<file path="config.mk">
export PLATFORM = sky130hd
export DESIGN_NAME = bp_resolve_queue
export DESIGN_NICKNAME = d
export VERILOG_FILES = /design/src/rtl/bp_resolve_queue.sv
export SDC_FILE = /design/constraint.sdc
export NUM_CORES = 1
export LEC_CHECK = 0
export BUFFER_PORTS_ARGS = -buffer_cell sky130_fd_sc_hd__buf_2
export CAP_MARGIN = 20
export CELL_PAD_IN_SITES_DETAIL_PLACEMENT = 2
export CELL_PAD_IN_SITES_GLOBAL_PLACEMENT = 2
export CORE_MARGIN = 10
export CORE_UTILIZATION = 41
export CTS_CLUSTER_SIZE = 8
export DETAILED_ROUTE_END_ITERATION = 8
export GPL_TIMING_DRIVEN = 0
export PLACE_DENSITY = 0.86
export SETUP_SLACK_MARGIN = 0.5
export SLEW_MARGIN = 20
export SYNTH_ARGS = -nofsm -noshare
export SYNTH_HDL_FRONTEND = slang
export SYNTH_SLANG_ARGS = --single-unit
</file>
<file path="constraint.sdc">
create_clock -name clk -period 5.18 [get_ports clk]
set_input_delay 0.777 -clock clk [delete_from_list [all_inputs] [get_ports clk]]
set_output_delay 0.777 -clock clk [all_outputs]
set_load 0.01 [all_outputs]
</file>
<file path="src/rtl/bp_resolve_queue.sv">
// Branch-resolution queue: matches in-order resolutions against issued 2-bit predictor outputs.
// Optional BRQ_STATS_EN adds saturating resolved/mispredict counters.
module bp_resolve_queue #(
    parameter int DEPTH = 4,
    parameter int IDX_W = 4
) (
    input  logic                    clk,
    input  logic                    rst,
    input  logic                    pred_valid,
    input  logic                    pred_taken,
    input  logic [IDX_W-1:0]        pred_idx,
    output logic                    pred_ready,
    input  logic                    res_valid,
    input  logic                    res_taken,
    output logic                    upd_valid,
    output logic [IDX_W-1:0]        upd_idx,
    output logic                    upd_taken,
    output logic                    mispredict,
    output logic                    res_err,
    output logic [$clog2(DEPTH):0]  count
`ifdef BRQ_STATS_EN
    ,
    output logic [15:0]             stat_resolved,
    output logic [15:0]             stat_mispred
`endif
);

    localparam int PTR_W = $clog2(DEPTH);
    localparam int CNT_W = PTR_W + 1;

    logic             taken_mem [DEPTH];
    logic [IDX_W-1:0] idx_mem   [DEPTH];

    logic [PTR_W-1:0] rd_ptr_q, rd_ptr_d;
    logic [PTR_W-1:0] wr_ptr_q, wr_ptr_d;
    logic [CNT_W-1:0] count_q, count_d;

    logic             upd_valid_q, upd_valid_d;
    logic [IDX_W-1:0] upd_idx_q, upd_idx_d;
    logic             upd_taken_q, upd_taken_d;
    logic             mispredict_q, mispredict_d;
    logic             res_err_q, res_err_d;

    logic             full;
    logic             empty;
    logic             push;
    logic             pop;
    logic             head_taken;
    logic [IDX_W-1:0] head_idx;
    logic             flush;
    logic             push_eff;

    assign full       = (count_q == CNT_W'(DEPTH));
    assign empty      = (count_q == '0);
    assign push       = pred_valid && !full;
    assign pop        = res_valid && !empty;
    assign head_taken = taken_mem[rd_ptr_q];
    assign head_idx   = idx_mem[rd_ptr_q];
    assign flush      = pop && (head_taken != res_taken);
    // A push coinciding with a flush is on the wrong path and is dropped.
    assign push_eff   = push && !flush;

    always_comb begin
        rd_ptr_d = rd_ptr_q;
        wr_ptr_d = wr_ptr_q;
        count_d  = count_q;
        if (pop) begin
            rd_ptr_d = rd_ptr_q + PTR_W'(1);
        end
        if (flush) begin
            wr_ptr_d = rd_ptr_q + PTR_W'(1);
            count_d  = '0;
        end else begin
            if (push_eff) begin
                wr_ptr_d = wr_ptr_q + PTR_W'(1);
            end
            case ({push_eff, pop})
                2'b10:   count_d = count_q + CNT_W'(1);
                2'b01:   count_d = count_q - CNT_W'(1);
                default: count_d = count_q;
            endcase
        end
    end

    always_comb begin
        upd_valid_d  = pop;
        upd_idx_d    = upd_idx_q;
        upd_taken_d  = upd_taken_q;
        mispredict_d = flush;
        res_err_d    = res_valid && empty;
        if (pop) begin
            upd_idx_d   = head_idx;
            upd_taken_d = res_taken;
        end
    end

    always_ff @(posedge clk) begin
        if (rst) begin
            rd_ptr_q     <= '0;
            wr_ptr_q     <= '0;
            count_q      <= '0;
            upd_valid_q  <= 1'b0;
            upd_idx_q    <= '0;
            upd_taken_q  <= 1'b0;
            mispredict_q <= 1'b0;
            res_err_q    <= 1'b0;
        end else begin
            rd_ptr_q     <= rd_ptr_d;
            wr_ptr_q     <= wr_ptr_d;
            count_q      <= count_d;
            upd_valid_q  <= upd_valid_d;
            upd_idx_q    <= upd_idx_d;
            upd_taken_q  <= upd_taken_d;
            mispredict_q <= mispredict_d;
            res_err_q    <= res_err_d;
        end
    end

    // Entry storage carries no reset; occupancy alone decides validity.
    always_ff @(posedge clk) begin
        if (push_eff) begin
            taken_mem[wr_ptr_q] <= pred_taken;
            idx_mem[wr_ptr_q]   <= pred_idx;
        end
    end

    assign pred_ready = !full;
    assign upd_valid  = upd_valid_q;
    assign upd_idx    = upd_idx_q;
    assign upd_taken  = upd_taken_q;
    assign mispredict = mispredict_q;
    assign res_err    = res_err_q;
    assign count      = count_q;

`ifdef BRQ_STATS_EN
    logic [15:0] stat_resolved_q, stat_resolved_d;
    logic [15:0] stat_mispred_q, stat_mispred_d;

    function automatic logic [15:0] sat_inc(input logic [15:0] v, input logic en);
        if (en && (v != 16'hFFFF)) begin
            return v + 16'd1;
        end
        return v;
    endfunction

    always_comb begin
        stat_resolved_d = sat_inc(stat_resolved_q, pop);
        stat_mispred_d  = sat_inc(stat_mispred_q, flush);
    end

    always_ff @(posedge clk) begin
        if (rst) begin
            stat_resolved_q <= '0;
            stat_mispred_q  <= '0;
        end else begin
            stat_resolved_q <= stat_resolved_d;
            stat_mispred_q  <= stat_mispred_d;
        end
    end

    assign stat_resolved = stat_resolved_q;
    assign stat_mispred  = stat_mispred_q;
`endif

endmodule

</file>
==> results of run 1 <==
-- tightest hold or removal path, delay by kind of cell, from the launching register on --
family,cells,cell delay [ps]
AOI/OAI and AO/OA,1,50
DFF,1,310
and+or+nand+nor,1,50
-- sequential cells by signal, summed over array words and instances (netlist names), named ones only --
register    flops
res_err         1
upd_idx         4
taken_mem       4
count           3
rd_ptr_q        2
idx_mem        16
mispredict      1
upd_valid       1
upd_taken       1
wr_ptr_q        2
-- worst max path at each step --
stage	to	slack, ps	cells after the start
after global routing	count[2]$_SDFFE_PP0P_	2320	11
final	count[2]$_SDFFE_PP0P_	2530	11
after global placement	count[2]$_SDFFE_PP0P_	2610	11
after floorplan	count[2]$_SDFFE_PP0P_	2850	11
after CTS	count[2]$_SDFFE_PP0P_	2510	11
after detailed placement	count[2]$_SDFFE_PP0P_	2490	11
-- area by class of cell --
cell class              instances  area share
clock inverters                 2     0.00850
plain buffers                   5      0.0177
multi-input cells              63       0.294
well taps                      48      0.0340
flip-flops and latches         37       0.533
repair buffers                 20      0.0567
inverters                       7      0.0149
clock buffers                   6      0.0411
-- layer usage --
metal | part of all wire | wire [um] | up-vias
li1 | - | - | 438
met1 | 0.43 | 1320 | 442
met2 | 0.49 | 1500 | 20
met3 | 0.067 | 205 | 2
met4 | 0.0059 | 18 | 0
met5 | 0 | 0 | -
-- stage by stage --
stage	utilization	hold WS (ps)	setup slack, ps	power (mW)
2_1_floorplan	-	481	2850	0.643
3_3_place_gp	0.462	442	2610	0.720
3_5_place_dp	0.462	451	2490	0.745
4_1_cts	0.486	461	2510	0.941
5_1_grt	0.486	492	2320	0.994
6_report	0.486	454	2530	0.926
-- kinds of logic (layout without fill, tap and decap cells) --
kind of cell | Yosys count | count (layout) | share of synthesized area
DFF | 37 | 37 | 0.620
xor gates and xnor gates | 8 | 8 | 0.0511
adders and majority gates | 6 | 6 | 0.0544
AOI/OAI and AO/OA | 11 | 11 | 0.0511
buffers and inverters | 12 | 40 | 0.0379
and+or+nand+nor | 33 | 33 | 0.111
muxes | 5 | 5 | 0.0742
-- synth_stat cells (2+ instances only) --
cell type | instances | area share
clkbuf_1 | 2 | 0.0049
mux4_2 | 5 | 0.074
a21oi_1 | 6 | 0.020
a21oi_2 | 2 | 0.012
and2_1 | 4 | 0.016
inv_1 | 6 | 0.015
edfxtp_1 | 20 | 0.40
dfxtp_1 | 17 | 0.22
nand2_1 | 13 | 0.032
ha_1 | 5 | 0.041
nor2_1 | 7 | 0.017
nor3_1 | 3 | 0.0099
xnor2_1 | 4 | 0.023
xor2_1 | 3 | 0.017
-- where the power goes --
group / internal, mW / total, mW / switching (mW) / leakage, nW
combinational: 0.140 / 0.319 / 0.179 / 0.309
sequential: 0.381 / 0.414 / 0.0327 / 0.322
clock: 0.0947 / 0.193 / 0.0981 / 0.0374
total: 0.616 / 0.926 / 0.310 / 0.669
==> reports/metrics.cfg, run 1 <==
[sta]
slew_headroom=0.715
tns_ps=0
finClkSkew_ps=8.63
finalSetupViolCount=0
drv_slew=0
worstMarginPinSlew_ps=427
min_period_ps=2650
rsz0062_at_grt=no
period_share=0.511
max_freq_ghz=0.378
hold_viol=0

[synthesis]
synth-edff-count=20
syn_inst=112
synth.avg_cell_area_sq_um=13.6
synthArstFlopShare=0
synthFlopType=edfxtp_1
synth_seq_cells=37
synth_area_sq_um=1520
seq_area_frac_synth=0.620
synth_nets=128
ys_warn_count=0
synth_cell_type_count=29

[worst_setup_path]
worstSetupPathType=register to register
required_ps=5340
cp.buffers_inverters=2
crit_path_top_delay_cell=mux4_2
ff2ff_setup_slack_ps=2530
worst_path_most_repeated_cell=inv_1
end_kind=register
rr_endpoint=count[2]$_SDFFE_PP0P_
crit_chain=mux4_2 -> xor2_2 -> a21oi_2 -> inv_1 -> ha_1 -> inv_1 -> fa_1 -> xor2_1 -> nor2_1 -> xnor2_1 -> nor3_1
cp-start-kind=register
r2r_start=taken_mem[3]$_DFFE_PP_
worstPathArrival_ps=2810
path_delay_family=XOR/XNOR gates
crit_fanout=5
crit_start=taken_mem[3]$_DFFE_PP_
reg2reg_depth=11
slowest_delay_ps=510

[power]
irDropWorstVdd_mv=0.238
power.leakage_nw=0.669
p_per_area_nw_per_um2=524

[finish]
insertedDiodeCount=0
fill_cells=365
stdcell_count=188
drive_gt1_frac=0.314
regArea_sq_um=941
multiInputGateArea_sq_um=519
finalNetCount=155
most-common-layout-cells=buf_2 (21), edfxtp_1 (20), dfxtp_1 (17), nand2_1 (13), nor2_1 (7)
layout_commonest_cell=buf_2
syn_to_final_growth_pct=16.3
postLayoutCellArea_sq_um=1770

[drt]
routedWlPerCell_um=16.2
final_antenna_net_count=0
routed_wl_um=3050
vias=902
first_pass_iters=4
drc=0
drt-initial-drc-count=33
via_per_inst=4.80

[global_route]
use_met2=0.169
busiest_layer=met2
overflow=0
grt_pass1_vias=1017
grt_antenna_before_repair=0
grt_pass1_wl_um=5200
grt_max_degree=13
use_met3=0.0397
grt_use_met1=0.124
grt_usage=0.102

[min_path]
worstHoldEndpoint=upd_taken$_SDFFE_PP0P_
min_path_type=register to register
min_path_cells=2
hp-start=upd_taken$_SDFFE_PP0P_

[floorplan]
chipHeight_um=80.8
initial_utilization=0.418
die_w_um=80.8
coreArea_sq_um=3630
rows=22
die_area_sq_um=6540
io_pins=22

[cts]
cts-buffers-inserted=5
clockBufferDepth=2
cts_resized=0
cts_tree=done
htree_levels=2
clk_pin_slew_ps=80
clk_latency_ps=280
cts_hold_buf=0
cts_sinks=37
cts_root_buf=clkbuf_8
post_cts_buffers=0

[placement]
routabilityCongestion=0.713
io_buffers=20
placed_cell_area_sq_um=1680
dp_hpwl_um=2390
placed_cells=180

[job]
cap_violations=0

[run_status]
status=finished clean

Power figures use the tool's default switching activity.
==> inputs of run 2 (changes only) <==
Settings changed: CORE_UTILIZATION 41 to 34, PLACE_DENSITY 0.86 to 0.77.
Clock period 5.18 ns to 2.4 ns, I/O delays scaled along.
==> reports/metrics.cfg, run 2 (same netlist as run 1, synthesis figures left out) <==
[power]
power.leakage_nw=0.711  ; +6.4%
p_sw_frac=0.344  ; +0.00976
irDropWorstVdd_mv=0.441  ; +85%
power_mw=2.15  ; +130%
p_int_mw=1.41  ; +130%
p_comb_frac=0.378  ; +0.033
pwr-share-seq=0.415  ; -0.032
p_per_area_nw_per_um2=1150  ; +120%
p_clk_frac=0.207  ; about the same
p_sw_uw=739  ; +140%

[drt]
first_pass_iters=4  ; unchanged
final_antenna_net_count=0  ; unchanged
drc=0  ; unchanged
via_per_inst=4.80  ; about the same
drt-initial-drc-count=27  ; -18%
routedWlPerCell_um=17.3  ; +6.6%
routed_wl_um=3390  ; +11%
vias=940  ; +4.2%

[placement]
routabilityCongestion=0.712  ; -0.15%
placed_cell_area_sq_um=1710  ; +1.8%
dp_hpwl_um=2470  ; +3.3%
io_buffers=20  ; unchanged
dp_worst_setup_slack_ps=-114  ; -2610 ps

[finish]
postLayoutCellArea_sq_um=1860  ; +5.4%
layout_commonest_cell=buf_2
largest_reg_flops=16  ; unchanged
top_register=idx_mem
most-common-layout-cells=buf_2 (21), edfxtp_1 (20), dfxtp_1 (16), nand2_1 (13), nor2_1 (6)
insertedDiodeCount=0  ; unchanged
drive_gt1_frac=0.424  ; +0.109
finalNetCount=159  ; +2.6%
syn_to_final_growth_pct=22.6

[global_route]
grt_antenna_before_repair=0  ; unchanged
grt_pass1_vias=1073  ; +5.5%
grt_max_degree=14  ; +1
grt_usage=0.0980  ; -0.00402
grt_pass1_wl_um=5540  ; +6.6%
overflow=0  ; unchanged

[floorplan]
io_pins=22  ; unchanged
die_area_sq_um=7540  ; +15%
rows=24  ; +9.1%
chipHeight_um=86.8  ; +7.4%
die_w_um=86.8  ; +7.4%
initial_utilization=0.351  ; -0.0667
coreArea_sq_um=4320  ; +19%

[sta]
min_period_ps=2330  ; -321 ps
whs_ps=281  ; -173 ps
hold_viol=0  ; unchanged
finClkSkew_ps=6.13  ; -2.50 ps
rsz0062_at_grt=yes
finalSetupViolCount=0  ; unchanged
worstMarginPinSlew_ps=409  ; -17.9 ps
period_share=0.969  ; +0.458
tns_ps=0  ; unchanged
slew_headroom=0.727  ; +0.0119
drv_slew=0  ; unchanged
setup_slack_ps=73.9  ; -2460 ps
max_freq_ghz=0.430  ; +14%

[cts]
cts_tree=done
cts_sinks=37  ; unchanged
htree_levels=2  ; unchanged
cts-buffers-inserted=5  ; unchanged
clockBufferDepth=2  ; unchanged
clk_pin_slew_ps=80  ; about the same
clk_latency_ps=290  ; about the same
cts_hold_buf=0  ; unchanged
cts_root_buf=clkbuf_8

[worst_setup_path]
end_kind=register
r2r_start=taken_mem[2]$_DFFE_PP_
worstPathArrival_ps=2500  ; -310 ps
worstSetupPathType=register to register
required_ps=2570  ; -2770 ps
rr_endpoint=count[2]$_SDFFE_PP0P_
ff2ff_setup_slack_ps=70  ; -2460 ps
cp-start-kind=register
cp-endpoint=count[2]$_SDFFE_PP0P_
reg2reg_depth=11  ; unchanged
crit_start=taken_mem[2]$_DFFE_PP_
crit_fanout=2  ; -3

[job]
cap_violations=0  ; unchanged

[min_path]
min_path_type=input port to register

[run_status]
status=finished clean

[run 2: metal layers]
| metal | up-vias | track usage | wire, um | part of all wire |
|---|---|---|---|---|
| li1 | 449 | - | - | - |
| met2 | 19 | 0.169 | 1740 | 0.51 |
| met5 | - | 0 | 0 | 0 |
| met1 | 465 | 0.0976 | 1390 | 0.41 |
| met3 | 7 | 0.0469 | 194 | 0.057 |
| met4 | 0 | 0.0442 | 66 | 0.019 |
[run 2: power groups by stage]
stage	clock network (mW)	logic, mW	registers [mW]
finish	0.444	0.812	0.891
detailed placement	0	0.733	0.909
global placement	0	0.704	0.895
CTS	0.464	0.807	0.895
floorplan	0	0.506	0.913
global route	0.491	0.900	0.909
[run 2: final cells by class]
class / count / area, sq um
buffer: 5 / 31.3
clock buffer: 5 / 68.8
clock inverter: 3 / 22.5
fill: 441 / 2460
inverter: 7 / 26.3
multi-input combinational: 63 / 574
sequential: 37 / 942
tap: 52 / 65.1
timing repair buffer: 24 / 130
[run 2: metrics by stage]
| stage | util | std cells |
|---|---|---|
| 2_1_floorplan | - | 112 |
| 3_3_place_gp | 0.395 | 184 |
| 3_5_place_dp | 0.395 | 184 |
| 4_1_cts | 0.426 | 195 |
| 5_1_grt | 0.430 | 196 |
| 6_report | 0.430 | 196 |
[run 2: worst max-delay path, cell delays in order (launching register included)]
cell and delay (ps):
edfxtp_1 390, mux4_2 530, xor2_4 210, a21oi_4 90, inv_2 70, ha_4 120, inv_2 40, fa_2 330
xor2_1 140, nor2_1 110, xnor2_1 130, nor3_1 60
[run 2: how the worst min path moves through the flow]
stage                     depth (start not counted)                       to                    start  slack [ps]
after floorplan                                   0  idx_mem[0][0]$_DFFE_PP_              pred_idx[0]         460
after global placement                            2  upd_idx[3]$_SDFFE_PP0P_  upd_idx[3]$_SDFFE_PP0P_         440
after detailed placement                          2  upd_idx[1]$_SDFFE_PP0P_  upd_idx[1]$_SDFFE_PP0P_         450
after CTS                                         1  idx_mem[0][3]$_DFFE_PP_              pred_idx[3]         270
after global routing                              1   taken_mem[0]$_DFFE_PP_               pred_taken         260
final                                             1  idx_mem[2][1]$_DFFE_PP_              pred_idx[1]         280
[run 2: timing repair]
action | CTS | global route
resized for setup | 11 | 3
pin swaps | 10 | 3
endpoints found under the setup margin | 23 | 23
setup buffers | 3 | 1
==> inputs of run 3 (changes only) <==
Settings changed: MAX_ROUTING_LAYER from default to met4.
==> reports/metrics.cfg, run 3 (same netlist as run 1, synthesis figures left out) <==
[sta]
hold_viol=0  ; unchanged
tns_ps=0  ; unchanged
finClkSkew_ps=6.16  ; +0.0322 ps
max_freq_ghz=0.430  ; about the same
slew_headroom=0.727  ; unchanged
finalSetupViolCount=0  ; unchanged
drv_slew=0  ; unchanged
worstMarginPinSlew_ps=409  ; unchanged
min_period_ps=2330  ; +0.0100 ps
period_share=0.969  ; about the same
rsz0062_at_grt=yes
setup_slack_ps=73.9  ; -0.0100 ps

[floorplan]
coreArea_sq_um=4320  ; unchanged
chipHeight_um=86.8  ; unchanged
rows=24  ; unchanged
initial_utilization=0.351  ; unchanged
die_w_um=86.8  ; unchanged
die_area_sq_um=7540  ; unchanged
io_pins=22  ; unchanged

[drt]
first_pass_iters=4  ; unchanged
final_antenna_net_count=0  ; unchanged
routed_wl_um=3390  ; unchanged
drt-initial-drc-count=27  ; unchanged
vias=940  ; unchanged
via_per_inst=4.80  ; unchanged
drc=0  ; unchanged
routedWlPerCell_um=17.3  ; unchanged

[worst_setup_path]
crit_path_top_delay_cell=mux4_2
required_ps=2570  ; about the same
path_delay_family=multiplexers
worstSetupPathType=register to register
slowest_delay_ps=530  ; about the same
worst_path_most_repeated_cell=inv_2
r2r_start=taken_mem[2]$_DFFE_PP_
worstPathArrival_ps=2500  ; about the same
crit_fanout=2  ; unchanged
rr_endpoint=count[2]$_SDFFE_PP0P_
cp-start-kind=register
end_kind=register
crit_chain=mux4_2 -> xor2_4 -> a21oi_4 -> inv_2 -> ha_4 -> inv_2 -> fa_2 -> xor2_1 -> nor2_1 -> xnor2_1 -> nor3_1
cp.buffers_inverters=2  ; unchanged
reg2reg_depth=11  ; unchanged
ff2ff_setup_slack_ps=70  ; about the same

[min_path]
min_path_cells=1  ; unchanged
min_path_type=input port to register
hp-start=pred_idx[1]
worstHoldEndpoint=idx_mem[2][1]$_DFFE_PP_

[finish]
stdcell_count=196  ; unchanged
syn_to_final_growth_pct=22.6  ; unchanged
fill_cells=441  ; unchanged
multiInputGateArea_sq_um=574  ; unchanged
top_register=idx_mem
most-common-layout-cells=buf_2 (21), edfxtp_1 (20), dfxtp_1 (16), nand2_1 (13), nor2_1 (6)
drive_gt1_frac=0.424  ; unchanged
layout_commonest_cell=buf_2
regArea_sq_um=942  ; unchanged
largest_reg_flops=16  ; unchanged
insertedDiodeCount=0  ; unchanged
finalNetCount=159  ; unchanged

[global_route]
grt_antenna_before_repair=0  ; unchanged
grt_usage=0.101  ; +0.00278
grt_max_degree=14  ; unchanged
grt_pass1_wl_um=5540  ; unchanged
grt_pass1_vias=1073  ; unchanged
overflow=0  ; unchanged

[cts]
cts_sinks=37  ; unchanged
cts-buffers-inserted=5  ; unchanged
cts_tree=done
clockBufferDepth=2  ; unchanged
htree_levels=2  ; unchanged
clk_latency_ps=290  ; about the same
clk_pin_slew_ps=80  ; about the same
cts_root_buf=clkbuf_8

[power]
power.leakage_nw=0.711  ; unchanged
p_per_area_nw_per_um2=1150  ; about the same
irDropWorstVdd_mv=0.441  ; about the same

[placement]
dp_hpwl_um=2470  ; unchanged
io_buffers=20  ; unchanged
routabilityCongestion=0.721  ; +1.2%
placed_cells=184  ; unchanged
dp_worst_setup_slack_ps=-114  ; unchanged

[job]
cap_violations=0  ; unchanged

[run_status]
status=finished clean

-- run 3: cell type report --
| type | count | area share |
|---|---|---|
| plain buffers | 5 | 0.0168 |
| clock buffers | 5 | 0.0370 |
| clock inverters | 3 | 0.0121 |
| inverters | 7 | 0.0141 |
| multi-input cells | 63 | 0.309 |
| flip-flops and latches | 37 | 0.506 |
| well taps | 52 | 0.0350 |
| repair buffers | 24 | 0.0699 |
-- run 3: what timing repair did --
action | CTS | global route
resized for setup | 11 | 3
endpoints found under the hold margin | 0 | 0
endpoints found under the setup margin | 23 | 23
pin swaps | 10 | 3
hold buffers | 0 | 0
buffers inserted | 3 | 1
-- run 3: power breakdown --
part	total, mW	switching [mW]	internal, mW
clock	0.444	0.238	0.206
combinational	0.812	0.434	0.379
sequential	0.891	0.0676	0.823
-- run 3: worst max-delay path by stage --
stage | from | to | slack, ps | depth (start not counted)
floorplan | taken_mem[3]$_DFFE_PP_ | count[2]$_SDFFE_PP0P_ | 110 | 11
global placement | taken_mem[3]$_DFFE_PP_ | count[2]$_SDFFE_PP0P_ | -30 | 11
detailed placement | taken_mem[2]$_DFFE_PP_ | count[2]$_SDFFE_PP0P_ | -110 | 11
CTS | taken_mem[2]$_DFFE_PP_ | count[2]$_SDFFE_PP0P_ | -9 | 11
global route | taken_mem[1]$_DFFE_PP_ | count[2]$_SDFFE_PP0P_ | -50 | 11
finish | taken_mem[2]$_DFFE_PP_ | count[2]$_SDFFE_PP0P_ | 70 | 11
-- run 3: worst register-to-register path, stage by stage (launching register included) --
cell and delay (ps):
edfxtp_1 390, mux4_2 530, xor2_4 210, a21oi_4 90, inv_2 70, ha_4 120, inv_2 40, fa_2 330
xor2_1 140, nor2_1 110, xnor2_1 130, nor3_1 60
-- run 3: metal layers --
metal,vias to the layer above,routed length (um),GRT usage
met5,-,0,-
met4,0,66,0.0442
met3,7,190,0.0469
met2,19,1740,0.169
met1,465,1390,0.0976
li1,449,-,-
-- run 3: through the flow --
step	instance area, sq um	utilization	hold WS, ps	power [mW]
after floorplan	1540	-	459	1.42
after global placement	1710	0.395	443	1.60
after detailed placement	1710	0.395	447	1.64
after CTS	1840	0.426	265	2.17
after global routing	1860	0.430	262	2.30
final	1860	0.430	281	2.15
